==> src/rtl/delay_var_pkg.sv <==
// ============================================================================
// delay_pkg : shared helpers for the runtime-configurable delay line
// Rev 1.0
// ============================================================================
`default_nettype none

package delay_pkg;

  // 0 maps to 1 and anything above the storage depth maps to the depth.
  function automatic int unsigned clamp_del(input int unsigned del,
                                            input int unsigned max_del);
    if (del == 0) return 1;
    if (del > max_del) return max_del;
    return del;
  endfunction

endpackage

`default_nettype wire

==> src/rtl/delay_var.sv <==
// ============================================================================
// delay_var : delay line with runtime-selectable tap, valid tracking,
//             clock-enable stall, flush and a settle indicator
// Rev 1.0
// ============================================================================
`default_nettype none

module delay_var
  import delay_pkg::*;
#(
  parameter  int W       = 8,
  parameter  int MAX_DEL = 16,
  localparam int DW      = $clog2(MAX_DEL + 1)
) (
  input  logic          clk,
  input  logic          rst,
  input  logic          ce,
  input  logic          flush,
  input  logic [DW-1:0] del,
  input  logic [W-1:0]  din,
  input  logic          din_vld,
  output logic [W-1:0]  dout,
  output logic          dout_vld,
  output logic          settled,
  output logic [DW-1:0] del_cur
);

  localparam int AW = (MAX_DEL > 1) ? $clog2(MAX_DEL) : 1;

  typedef struct packed {
    logic [W-1:0] data;
    logic         vld;
  } stage_t;

  generate
    if (MAX_DEL < 1) begin : g_bad_max_del
      $error("delay_var: MAX_DEL must be >= 1");
    end
  endgenerate

  stage_t        stage_q [MAX_DEL];
  logic [DW-1:0] del_q, del_d;
  logic [DW-1:0] fill_q, fill_d;
  logic [DW-1:0] w_del_clamp;
  logic [AW-1:0] w_tap;

  assign w_del_clamp = DW'(clamp_del(int'(unsigned'(del)), MAX_DEL));

  always_comb begin
    del_d  = del_q;
    fill_d = fill_q;
    if (flush) begin
      del_d  = w_del_clamp;
      fill_d = '0;
    end else if (ce) begin
      // A new delay restarts the fill count so stale samples are never marked valid.
      if (w_del_clamp != del_q) begin
        del_d  = w_del_clamp;
        fill_d = '0;
      end else if (fill_q < del_q) begin
        fill_d = fill_q + 1'b1;
      end
    end
  end

  always_ff @(posedge clk) begin
    if (rst) begin
      del_q  <= DW'(1);
      fill_q <= '0;
    end else begin
      del_q  <= del_d;
      fill_q <= fill_d;
    end
  end

  // Flush clears only the valid bits; data stages keep their contents.
  always_ff @(posedge clk) begin
    if (rst) begin
      for (int i = 0; i < MAX_DEL; i++) stage_q[i] <= '0;
    end else if (flush) begin
      for (int i = 0; i < MAX_DEL; i++) stage_q[i].vld <= 1'b0;
    end else if (ce) begin
      stage_q[0] <= '{data: din, vld: din_vld};
      for (int i = 1; i < MAX_DEL; i++) stage_q[i] <= stage_q[i-1];
    end
  end

  assign w_tap    = AW'(del_q - 1'b1);
  assign settled  = (fill_q == del_q);
  assign dout     = stage_q[w_tap].data;
  assign dout_vld = stage_q[w_tap].vld & settled;
  assign del_cur  = del_q;

endmodule

`default_nettype wire

==> config.mk <==
export PLATFORM = sky130hd
export DESIGN_NAME = delay_var
export DESIGN_NICKNAME = d
export VERILOG_FILES = /design/src/rtl/delay_var_pkg.sv /design/src/rtl/delay_var.sv
export SDC_FILE = /design/constraint.sdc
export NUM_CORES = 1
export LEC_CHECK = 0
export ABC_AREA = 1
export ABC_CLOCK_PERIOD_IN_PS = 28300
export BUFFER_PORTS_ARGS = -buffer_cell sky130_fd_sc_hd__buf_2
export CAP_MARGIN = 20
export CORE_AREA = 2 2 197 141
export DETAILED_ROUTE_END_ITERATION = 7
export DIE_AREA = 0 0 199 143
export GPL_TIMING_DRIVEN = 0
export PLACE_DENSITY_LB_ADDON = 0.1
export SYNTH_ARGS = -nofsm -noshare
export SYNTH_HDL_FRONTEND = slang
export SYNTH_SLANG_ARGS = --single-unit
==> constraint.sdc <==
create_clock -name clk -period 28.3 [get_ports clk]
set_input_delay 4.245 -clock clk [delete_from_list [all_inputs] [get_ports clk]]
set_output_delay 4.245 -clock clk [all_outputs]
set_load 0.1 [all_outputs]
Yosys cells after proc, flatten, opt, wreduce, memory -nomap -nowiden
Memory sizes are Yosys's and may differ from the RTL's.
Cells that the tools add are included.
{"block": "totals", "regBits": 10, "ramBits": 144, "wordCells": 134, "n_memories": 1}
{"name": "stage_q", "depth": 16, "word_bits": 9, "rd": 16, "rd_clocked_by_memory_dff": 0, "write_ports": 16, "line": "delay_var.sv:41", "text": "stage_t stage_q [MAX_DEL];"}
{"block": "classes", "n_addsub": 2, "magnitude_cmp": 2, "eq_ne": 2, "n_mux": 69, "n_bitwise": 49, "reduce_logical": 7}
{"operator": "8-bit two-way mux", "n": 16}
{"operator": "1-bit bitwise OR", "n": 48}
{"operator": "1-bit two-way mux", "n": 45}
{"operator": "5-bit two-way mux", "n": 8}
{"operator": "2-bit nonzero test", "n": 3}
{"operator": "5-bit by 1-bit adder with 5-bit output (second input constant)", "n": 1}
{"operator": "5-bit equality test", "n": 1}
{"operator": "5-bit > comparator (second input constant)", "n": 1}
{"operator": "5-bit logical NOT", "n": 1}
{"operator": "5-bit less-than comparator", "n": 1}
{"operator": "5-bit inequality test", "n": 1}
{"operator": "2-bit AND reduction", "n": 2}
{"operator": "4-bit by 1-bit subtractor with 4-bit output (second input constant)", "n": 1}
{"operator": "2-bit OR reduction", "n": 1}
{"operator": "1-bit AND", "n": 1}

Depth between registers and ports, before layout
{"block": "depth", "depth_word": 9, "mapped_depth": 12, "ltp_nobuf": 12}

Worst setup path before layout
OpenSTA, ideal clock, no wires.
{"block": "synth_path", "path_type": "input port to flip-flop", "from": "input ce", "to": "memory stage_q[0][1] (netlist name) (enable)", "t_arrival_ns": 13.284, "required_ns": 27.508, "path_slack_ns": 14.224, "stages": 2, "path_buffers": 0, "cell_sequence": "inv_1 -> o21ai_0"}
{"item": "start, declared", "line": "delay_var.sv:17", "text": "input logic ce,"}
{"item": "end, declared", "line": "delay_var.sv:41"}

Worst setup path in the final report
{"block": "layout_path", "from": "register del_q[0], in the netlist del_cur[0]", "to": "output dout[1]"}
{"block": "layout_via", "elab_chain_cells": 2}
{"item": "start, declared", "line": "delay_var.sv:42", "text": "logic [DW-1:0] del_q, del_d;"}
{"item": "start signal, assigned", "line": "delay_var.sv:71", "text": "del_q <= del_d;"}
{"item": "4-bit by 1-bit subtractor with 4-bit output", "line": "delay_var.sv:88", "text": "assign w_tap = AW'(del_q - 1'b1);"}
{"item": "memory 16 x 9 bit"}
{"item": "end, declared", "line": "delay_var.sv:22", "text": "output logic [W-1:0] dout,"}
No other way between the ends.

==> metrics <==
Clock Skew 5.95 ps; Power Density 71.5 mW/mm2; Tot GR Track Use 15.7%; Seq/Total Area, Yosys 59.6%; Crit path largest cell delay 430 ps; CP Cell Sequence buf_2, inv_2, buf_4, buf_2, ha_1, clkinv_1, clkbuf_1, a21oi_1, o21ai_0, nand3_1, nand3_1, nand2_1, buf_2; layout cells sized above 1 12.5%; most frequent cells in the layout nor2_1, inv_1, edfxtp_1; most common cell type on the critical path buf_2; top-area cell type share of the netlist area 56.7%; CTS tree done; Crit. End Element output pin; largest net degree at the start of global routing 29; Clk Latency, worst-skew pair 440 ps; Synth Net Count 835; H-tree depth 4; leading area contributor after synthesis edfxtp_1; Final Instance Area 0.00890 mm2; met2 usage 21.6%; global-route track usage on met1 24.5%; final setup violation count 0; slowest stage cell on the critical path buf_2; full die area 0.0285 mm2; HP Class reg2reg; grt total ovfl 0; Int Pwr 438 uW; MaxCap Viol Count 0; Fmax 123 MHz; number of fill cells 2739; Layout area overhead 17.6%; slew margin rel. 45.0%; DRT Wirelength 20.9 mm; Yosys reg bits 154; clock power share 36.9%; Post-DP Area 0.00832 mm2; via count 5386; port bufs 31; Rows 50; NetSw 199 uW; post-CTS sizing 0; Gate Count Post-Synth 810; Critical Path Source Type flip-flop; Final min period 8160 ps; top post-synthesis cells by area edfxtp_1, nor2_1, inv_1, a21oi_1, nand3_1; Starting Density 28.6%; Least-Margin Pin Slew 825 ps; nets@finish 890; worst vdd rail ir drop 0.0393 mV; Top Usage Layer GRT met1; DIE WIDTH 199 um; switching part of the total 31.2%; Comb pwr share 20.9%; fin. max-slew vios 0; first-pass GRT wire length 32.1 mm; number of DRC markers in iteration 0 418; clk slew on worst S/H paths 60 ps; register area 0.00451 mm2; WS Path Type reg2out; leakage power 0.00361 uW; Final Hold Viols 0; Routed Antenna Nets 0; Multi-input gate area 0.00220 mm2; initial antenna violation count 0; Final GP Congestion 0.751; Yosys warning total 0; Post-CTS Setup Inserts 0; Worst EP arrival 3920 ps; Buf/Inv on CP 7; Clock Sinks 154; CTS root buffer clkbuf_16; cts bufs inserted 17; synthesized area per cell 9.35 um2; Inserted Diodes 0; DRC 0; Flop pwr share 42.2%; Overall Power 637 uW; vias in the first global route 5145; drt pass-1 iters 5; unrepaired setup endpoints after global routing no; commonest non-fill, non-tap cell in the layout nor2_1; Wirelength per Cell 16.9 um; TNS Setup 0 ps; clock buffer depth 2; Die Span Y 143 um; critical path peak fanout 10; final period utilization 28.8%; hold_buf cts 0; # IOs 33; synth unique cells 35; Top Family by Delay on Critical Path buffers and inverters; status finished clean; WP data required 24050 ps; Detailed Place HPWL 14.6 mm; core area 0.0265 mm2; GR Layer Usage met3 2.79%; DR vias/cell 4.35; Mapped Area 0.00757 mm2
-- through the flow --
stage                     setup slack, ps  utilization [%]  std cells  hold WS (ps)
after global routing                19870             33.6       1239           551
final                               20140             33.6       1239           504
after floorplan                     14220                -        810           464
after global placement               8830             30.9       1205           490
after CTS                           20060             33.6       1239           502
after detailed placement            20560             31.4       1210           494
-- final cells by class --
cell class,count,share of cell area (%)
Buffer,41,2.85
Clock inverter,10,1.71
Timing Repair Buffer,36,3.12
Clock buffer,19,4.86
Inverter,163,6.87
Tap cell,364,5.12
Multi-Input combinational cell,452,24.8
Sequential cell,154,50.7
-- logic make-up (layout without fill, tap and decap cells) --
| group | Yosys count | count (layout) | share of synthesized area, % |
|---|---|---|---|
| buf+inv | 204 | 269 | 11.4 |
| xor+xnor | 7 | 7 | 1.26 |
| compound gates | 152 | 152 | 10.2 |
| fa+ha+maj | 7 | 7 | 1.16 |
| simple gates | 286 | 286 | 16.3 |
| flops | 154 | 154 | 59.6 |
-- power groups by stage --
stage	Clock [uW]	Sequential (uW)	Combinational [uW]
2_1_floorplan	0	280	88.8
3_5_place_dp	0	274	134
5_1_grt	249	270	143
3_3_place_gp	0	280	131
4_1_cts	242	269	134
6_report	235	269	133
-- sequential cells by signal, indices dropped and copies added (netlist names) --
signal and count:
stage_q 144, del_cur 5, fill_q 5
-- worst register-to-register path, cell delays in order, from the launching register on --
cell,delay (ps)
dfxtp_1,390
inv_1,210
ha_1,350
nand2_1,110
o21bai_1,150
nand4_1,230
xor2_1,200
and3_1,170
-- metal layers --
layer	up-vias	wire length [um]
li1	2755	-
met1	2521	11500
met2	93	8340
met3	17	881
met4	0	231
met5	-	0
-- cells in the mapped netlist, drive strengths merged --
cell type  number
clkbuf         10
a22oi           1
o221ai          1
nand2          48
ha              7
nor3b           1
nand3          68
nor2          166
xor2            4
buf            31
o21ai          71
o211ai          1
dfxtp          11
o21bai          1
clkinv          1
a31oi           1
inv           162
and3            1
a21oi          76
edfxtp        143
nand4           2
xnor2           3
-- path summary, 6_finish.rpt --
kind / to / from / depth (start not counted) / slack [ps]
max reg2reg: fill_q[0] / del_cur[3] / 7 / 26400
max: dout[1] / del_cur[0] / 13 / 20140
min reg2reg: del_cur[4] / del_cur[4] / 2 / 500
min: del_cur[4] / del_cur[4] / 2 / 500
Power figures use the tool's default switching activity.
